==> src/rtl/axis_scale_clip_pkg.sv <==
// Shared constants and arithmetic helpers for the AXI-Stream scale/round/clip block.
// Helpers work on a 64-bit signed scratch width, so IN_W may be at most 63.
package axis_scale_clip_pkg;

   localparam int DEFAULT_SHIFT = 12;
   localparam int SAT_CNT_W     = 16;
   localparam logic [SAT_CNT_W-1:0] SAT_MAX = '1;
   localparam int WIDE_W        = 64;

   typedef logic signed [WIDE_W-1:0] wide_t;

   // Requested shifts of IN_W or more collapse to IN_W-1.
   function automatic logic [31:0] effShift(input logic [31:0] s, input int inW);
      if (s >= 32'(inW)) return 32'(inW - 1);
      return s;
   endfunction

   function automatic wide_t roundBias(input logic [31:0] shamt);
      if (shamt == 32'd0) return '0;
      return wide_t'(1) << (shamt - 32'd1);
   endfunction

   function automatic wide_t clipMax(input int outW);
      return (wide_t'(1) <<< (outW - 1)) - wide_t'(1);
   endfunction

   function automatic wide_t clipMin(input int outW);
      return -(wide_t'(1) <<< (outW - 1));
   endfunction

endpackage

==> src/rtl/scale_clip_lane.sv <==
// One channel: round half up, arithmetic right shift, then clip to the signed output range.
// Purely combinational; o_clip flags that the result was limited.
module scale_clip_lane
   import axis_scale_clip_pkg::*;
#(
   parameter int IN_W    = 32,
   parameter int OUT_W   = 16,
   parameter int SHIFT_W = 5
) (
   input  logic [IN_W-1:0]    i_data,
   input  logic [SHIFT_W-1:0] i_shift,
   output logic [OUT_W-1:0]   o_data,
   output logic               o_clip
);

   localparam logic signed [IN_W:0] MAX_V = (IN_W+1)'(clipMax(OUT_W));
   localparam logic signed [IN_W:0] MIN_V = (IN_W+1)'(clipMin(OUT_W));

   logic [31:0]         w_shamt;
   logic signed [IN_W:0] w_ext;
   logic signed [IN_W:0] w_bias;
   logic signed [IN_W:0] w_sum;
   logic signed [IN_W:0] w_shifted;

   // One guard bit keeps the rounding add from overflowing for any input.
   always_comb begin
      w_shamt   = effShift(32'(i_shift), IN_W);
      w_ext     = {i_data[IN_W-1], i_data};
      w_bias    = (IN_W+1)'(roundBias(w_shamt));
      w_sum     = w_ext + w_bias;
      w_shifted = w_sum >>> w_shamt;
      o_clip    = 1'b0;
      o_data    = w_shifted[OUT_W-1:0];
      if (w_shifted > MAX_V) begin
         o_data = MAX_V[OUT_W-1:0];
         o_clip = 1'b1;
      end else if (w_shifted < MIN_V) begin
         o_data = MIN_V[OUT_W-1:0];
         o_clip = 1'b1;
      end
   end

endmodule

==> src/rtl/axis_scale_clip.sv <==
// Multi-channel AXI-Stream scaler: per-packet latched shift, rounding, clipping,
// a two-entry output/skid buffer and a saturating count of clipped beats.
module axis_scale_clip #(
   parameter int NUM_CH        = 2,
   parameter int IN_W          = 32,
   parameter int OUT_W         = 16,
   parameter int SHIFT_W       = 5,
   parameter int DEFAULT_SHIFT = axis_scale_clip_pkg::DEFAULT_SHIFT
) (
   input  logic                                 s00_axis_aclk,
   input  logic                                 s00_axis_areset,
   input  logic [SHIFT_W-1:0]                   shift_cfg,
   input  logic                                 sat_clear,
   input  logic [NUM_CH*IN_W-1:0]               s00_axis_tdata,
   input  logic                                 s00_axis_tvalid,
   input  logic                                 s00_axis_tlast,
   output logic                                 s00_axis_tready,
   output logic [NUM_CH*OUT_W-1:0]              m00_axis_tdata,
   output logic                                 m00_axis_tvalid,
   output logic                                 m00_axis_tlast,
   output logic [NUM_CH*OUT_W/8-1:0]            m00_axis_tstrb,
   input  logic                                 m00_axis_tready,
   output logic [axis_scale_clip_pkg::SAT_CNT_W-1:0] sat_count
);
   import axis_scale_clip_pkg::*;

   logic [SHIFT_W-1:0]      r_shift;
   logic                    r_pktStart;
   logic                    r_ready;
   logic                    r_outValid;
   logic                    r_outLast;
   logic [NUM_CH*OUT_W-1:0] r_outData;
   logic                    r_skidValid;
   logic                    r_skidLast;
   logic [NUM_CH*OUT_W-1:0] r_skidData;
   logic [SAT_CNT_W-1:0]    r_satCount;

   logic                    w_accept;
   logic                    w_outFire;
   logic                    w_skidNext;
   logic                    w_anyClip;
   logic [SHIFT_W-1:0]      w_shift;
   logic [NUM_CH*OUT_W-1:0] w_result;
   logic [NUM_CH-1:0]       w_clip;

   assign w_accept  = s00_axis_tvalid & r_ready;
   assign w_outFire = r_outValid & m00_axis_tready;
   assign w_anyClip = |w_clip;

   // The first beat of a packet uses shift_cfg directly; that same value is latched for the rest.
   assign w_shift = r_pktStart ? shift_cfg : r_shift;

   for (genvar g = 0; g < NUM_CH; g++) begin : g_lane
      scale_clip_lane #(
         .IN_W   (IN_W),
         .OUT_W  (OUT_W),
         .SHIFT_W(SHIFT_W)
      ) u_lane (
         .i_data (s00_axis_tdata[g*IN_W +: IN_W]),
         .i_shift(w_shift),
         .o_data (w_result[g*OUT_W +: OUT_W]),
         .o_clip (w_clip[g])
      );
   end

   always_ff @(posedge s00_axis_aclk or posedge s00_axis_areset) begin
      if (s00_axis_areset) begin
         r_shift    <= SHIFT_W'(DEFAULT_SHIFT);
         r_pktStart <= 1'b1;
      end else if (w_accept) begin
         if (r_pktStart) r_shift <= shift_cfg;
         r_pktStart <= s00_axis_tlast;
      end
   end

   // Accepts never coincide with a full skid, since tready is the registered inverse of it.
   always_comb begin
      w_skidNext = r_skidValid;
      if (r_skidValid && w_outFire) w_skidNext = 1'b0;
      else if (w_accept && r_outValid && !w_outFire) w_skidNext = 1'b1;
   end

   always_ff @(posedge s00_axis_aclk or posedge s00_axis_areset) begin
      if (s00_axis_areset) begin
         r_ready     <= 1'b0;
         r_outValid  <= 1'b0;
         r_outLast   <= 1'b0;
         r_outData   <= '0;
         r_skidValid <= 1'b0;
         r_skidLast  <= 1'b0;
         r_skidData  <= '0;
      end else begin
         r_ready     <= ~w_skidNext;
         r_skidValid <= w_skidNext;
         if (w_accept && (!r_outValid || w_outFire)) begin
            r_outValid <= 1'b1;
            r_outData  <= w_result;
            r_outLast  <= s00_axis_tlast;
         end else if (w_accept) begin
            r_skidData <= w_result;
            r_skidLast <= s00_axis_tlast;
         end else if (w_outFire) begin
            if (r_skidValid) begin
               r_outData <= r_skidData;
               r_outLast <= r_skidLast;
            end else begin
               r_outValid <= 1'b0;
            end
         end
      end
   end

   // A clear that coincides with a clipping beat leaves that beat counted.
   always_ff @(posedge s00_axis_aclk or posedge s00_axis_areset) begin
      if (s00_axis_areset) begin
         r_satCount <= '0;
      end else if (sat_clear) begin
         r_satCount <= (w_accept && w_anyClip) ? SAT_CNT_W'(1) : '0;
      end else if (w_accept && w_anyClip && (r_satCount != SAT_MAX)) begin
         r_satCount <= r_satCount + SAT_CNT_W'(1);
      end
   end

   assign s00_axis_tready = r_ready;
   assign m00_axis_tvalid = r_outValid;
   assign m00_axis_tdata  = r_outData;
   assign m00_axis_tlast  = r_outLast;
   assign m00_axis_tstrb  = '1;
   assign sat_count       = r_satCount;

endmodule

==> config.mk <==
export PLATFORM = sky130hd
export DESIGN_NAME = axis_scale_clip
export DESIGN_NICKNAME = d
export VERILOG_FILES = /design/src/rtl/axis_scale_clip_pkg.sv /design/src/rtl/scale_clip_lane.sv /design/src/rtl/axis_scale_clip.sv
export SDC_FILE = /design/constraint.sdc
export NUM_CORES = 1
export LEC_CHECK = 0
export ABC_AREA = 1
export ABC_CLOCK_PERIOD_IN_PS = 6050
export CORE_UTILIZATION = 30
export DETAILED_ROUTE_END_ITERATION = 16
export GPL_TIMING_DRIVEN = 1
export REMOVE_ABC_BUFFERS = 1
export SLEW_MARGIN = 20
export SYNTH_ARGS = -nofsm -noshare
export SYNTH_HDL_FRONTEND = slang
export SYNTH_HIERARCHICAL = 1
export SYNTH_SLANG_ARGS = --single-unit
==> constraint.sdc <==
create_clock -name s00_axis_aclk -period 6.05 [get_ports s00_axis_aclk]
set_input_delay 0.605 -clock s00_axis_aclk [delete_from_list [all_inputs] [get_ports s00_axis_aclk]]
set_output_delay 0.605 -clock s00_axis_aclk [all_outputs]
set_load 0.02 [all_outputs]
==> results_dict.tcl <==
set metrics [dict create \
    clock-skew-final_ns 0.00965 \
    yosysWarningCount 6 \
    wl_mm 54.7 \
    io-pin-count 130 \
    worst_skew_pair.late_latency_ns 0.35 \
    clk_root_buffer_cell "clkbuf_16" \
    share_of_the_synthesized_area_in_compound_gates_ao_oa_aoi_oai_pct 6.55 \
    finalCoreUtilization_pct 39.2 \
    globalRoute.totalOverflow 0 \
    setup.worst_path.start "shift_cfg[2]" \
    floorplan.rows 83 \
    largest_vdd_supply_drop_v 0.000374 \
    numCtsBuffers 9 \
    max-cap-violations 0 \
    muxShareOfSynthArea_pct 0.128 \
    number_of_enable_type_register_cells_in_the_synthesized_netlist 0 \
    critPathMostFrequentCell "nand2_1" \
    grt_pass1_wl_mm 88.7 \
    simple_gate_fraction_of_synth_area_pct 58.1 \
    dp.cells 3910 \
    tritoncts_clock_tree "done" \
    post_synth_inst_count 2934 \
    worst-r2r-setup-slack_ns 0.49 \
    hold_critical_path_endpoint "r_skidLast" \
    synth.ff_latch_count 91 \
    filler_cell_count 5882 \
    postSynth.asyncResetShare_pct 100 \
    report.final.hold_viol_count 0 \
    post_synth_num_cell_types 52 \
    core_region_area_mm2 0.0515 \
    rsz_0062_raised_after_global_routing "yes" \
    worst_pin_slew_ns 1.08 \
    leak_pwr_nw 10.9 \
    finalNonFillerCells 3939 \
    outcome "finished clean" \
    synth.largest_area_cell "nand2_1" \
    synthDominantCellAreaShare_pct 24.9 \
    holdCritPathClass "register to register" \
    drt-vias-per-instance 4.80 \
    synth_xor_xnor_area_share_pct 1.62 \
    pin_count_of_the_biggest_net_entering_global_routing 67 \
    grt.total_usage_pct 20.4 \
    yosysSeqAreaShare_pct 14.6 \
    criticalPathCategory "input port to register" \
    grt_antenna_before_repair 1 \
    area.growth.synth_to_final_pct 28.9 \
    finalCritPeriodShare_pct 94.0 \
    nNetsFinal 3397 \
    holdPathStages 2 \
    syn_area_mm2 0.0157 \
    critical_path.max_stage_delay_ns 0.58 \
    final_gp_congestion 0.955 \
    synth_adder_area_share_pct 5.60 \
    startpoint_kind_of_the_worst_setup_timing_path "input port" \
    required_ns 6.34 \
    worst_r2r_startpoint "r_pktStart" \
    worstHoldStart "r_skidLast" \
    worstPathMaxFanout 11 \
    yosys_most_used_dff "dfrtp_1" \
    multi_input_comb_area_mm2 0.0118 \
    die_y_um 231 \
    wl_per_instance_um 13.9 \
    cts_buffer_depth 2 \
    detail-route-antenna-nets 0 \
    finalSetupViolCount 0 \
    synth_top_family_by_area "simple AND/OR/NAND/NOR gates" \
    seq_area_mm2 0.00228 \
    synth_top_cells_by_area "nand2_1, nand3_1, dfrtp_1" \
    die_area_mm2 0.0532 \
    length_in_cells_of_the_worst_reg_to_reg_path 42 \
    clk_pin_slew_worst_paths_ns 0.07 \
    final-max-slew-violation-count 0 \
    power_density_mw_per_mm2 544 \
    dr_total_vias 18900 \
    endpoint_arrival_time_on_the_critical_path_ns 5.97 \
    crit_path_end_kind "register" \
    dpl.hpwl_mm 45.0 \
    postSynthAreaPerCell_um2 5.34 \
    worst_path_max_delay_cell "clkdlybuf4s50_1" \
    timing.fmax_mhz 176 \
    detail_route.first_pass.iterations 5 \
    numPortBuffers 125 \
    initialDrtViolationCount 1441 \
    die_w_um 231 \
    clock_tree.htree_level_count 3 \
    first_global_vias 17500 \
    numClockSinks 91 \
    layout_min_cycle_time_ns 5.68 \
    drive_gt1_share_pct 18.0 \
    initial_core_util_pct 30.4 \
    regToRegEndpoint "sat_count[3]" \
    post-route-drc-count 0 \
    slew_headroom_pct 28.1 \
]
-- area by class of cell --
class,instances,area share (%)
timing repair inverter,1,0.0371
clock inverter,7,0.285
sequential,91,11.3
inverter,398,7.50
antenna,1,0.0124
multi-input combinational,2334,58.3
clock buffer,9,1.11
tap,680,4.21
timing repair buffer,418,17.3
-- per-layer routing --
metal	GRT usage [%]	part of all wire, %	up-vias	wire [um]
met1	27.8	47	8476	25900
met2	35.0	47	444	25500
met4	4.20	2.1	0	1150
met5	0	0	-	0
met3	1.52	3.9	67	2150
li1	-	-	9925	-
-- metrics by stage --
stage	hold WS (ns)	setup TNS (ns)	cell area, um^2	setup slack (ns)	power [W]
after global placement	0.462	-6.76	19400	-0.273	0.0100
after global routing	0.501	-0.348	20200	-0.0412	0.0121
after floorplan	0.448	-512.12	15100	-6.98	0.00658
final	0.484	0	20200	0.366	0.0110
after detailed placement	0.467	-7.68	19400	-0.352	0.00999
after CTS	0.484	0	19700	0.0554	0.0106
-- report_power, final --
part	internal [W]	switching, W	total [W]
registers	0.000868	0.000130	0.000998
clock network	0.000285	0.000262	0.000547
logic	0.00365	0.00580	0.00945
-- how the worst max path moves through the flow --
| stage | end | cells after the start |
|---|---|---|
| global placement | sat_count[0] | 45 |
| floorplan | sat_count[2] | 40 |
| CTS | sat_count[1] | 45 |
| global route | sat_count[3] | 40 |
| finish | sat_count[3] | 42 |
| detailed placement | sat_count[1] | 43 |
-- critical path, delay by kind of cell --
family                   cells  cell delay, ns
buffers and inverters        8            1.46
AO/OA/AOI/OAI                1            0.15
AND/OR/NAND/NOR             32            3.50
adder cells (fa/ha/maj)      1            0.22
-- repair_timing --
| action | CTS | global route |
|---|---|---|
| endpoints found under the setup margin | 4 | 76 |
| buffers inserted | 0 | 11 |
| pin swaps | 0 | 21 |
| cloned | 0 | 1 |
| resized for setup | 1 | 117 |
| hold buffers | 0 | 0 |
-- state kept, by name (all words and copies together), names as in the netlist --
register / cells
r_skidValid: 1
r_pktStart: 1
m00_axis_tlast: 1
sat_count: 16
s00_axis_tready: 1
r_skidLast: 1
m00_axis_tvalid: 1
r_shift: 5
m00_axis_tdata: 32
r_skidData: 32
-- synthesized netlist by cell type, drive strengths merged, types with 3 or more instances --
| cell type | count |
|---|---|
| buf | 81 |
| nand3 | 590 |
| a21oi | 75 |
| nor2 | 276 |
| nand4 | 24 |
| clkinv | 6 |
| ha | 67 |
| inv | 392 |
| dfstp | 3 |
| nand3b | 4 |
| nand2 | 1114 |
| dfrtp | 88 |
| or2 | 7 |
| and2 | 4 |
| o211ai | 6 |
| xnor2 | 15 |
| nor3 | 19 |
| xor2 | 14 |
| o21bai | 3 |
| clkbuf | 33 |
| o21ai | 98 |
-- layout by cell type, fill, tap and decap left out, drive strengths merged, types with 14 or more instances in the layout --
master	instances
nand2	1114
nand3	590
inv	395
buf	293
nor2	276
clkdlybuf4s50	125
o21ai	98
dfrtp	88
a21oi	75
ha	67
nand4	24
nor3	19
xnor2	15
xor2	14
-- kinds of logic (layout without fill, tap and decap cells) --
kind of cell / Yosys count / in the layout
xor gates and xnor gates: 29 / 29
and+or+nand+nor: 2040 / 2040
DFF: 91 / 91
other: 1 / 5
buffers and inverters: 512 / 833
muxes: 2 / 2
adders and majority gates: 69 / 69
AOI/OAI and AO/OA: 190 / 190
No activity file was read; power rests on OpenSTA's default activity.
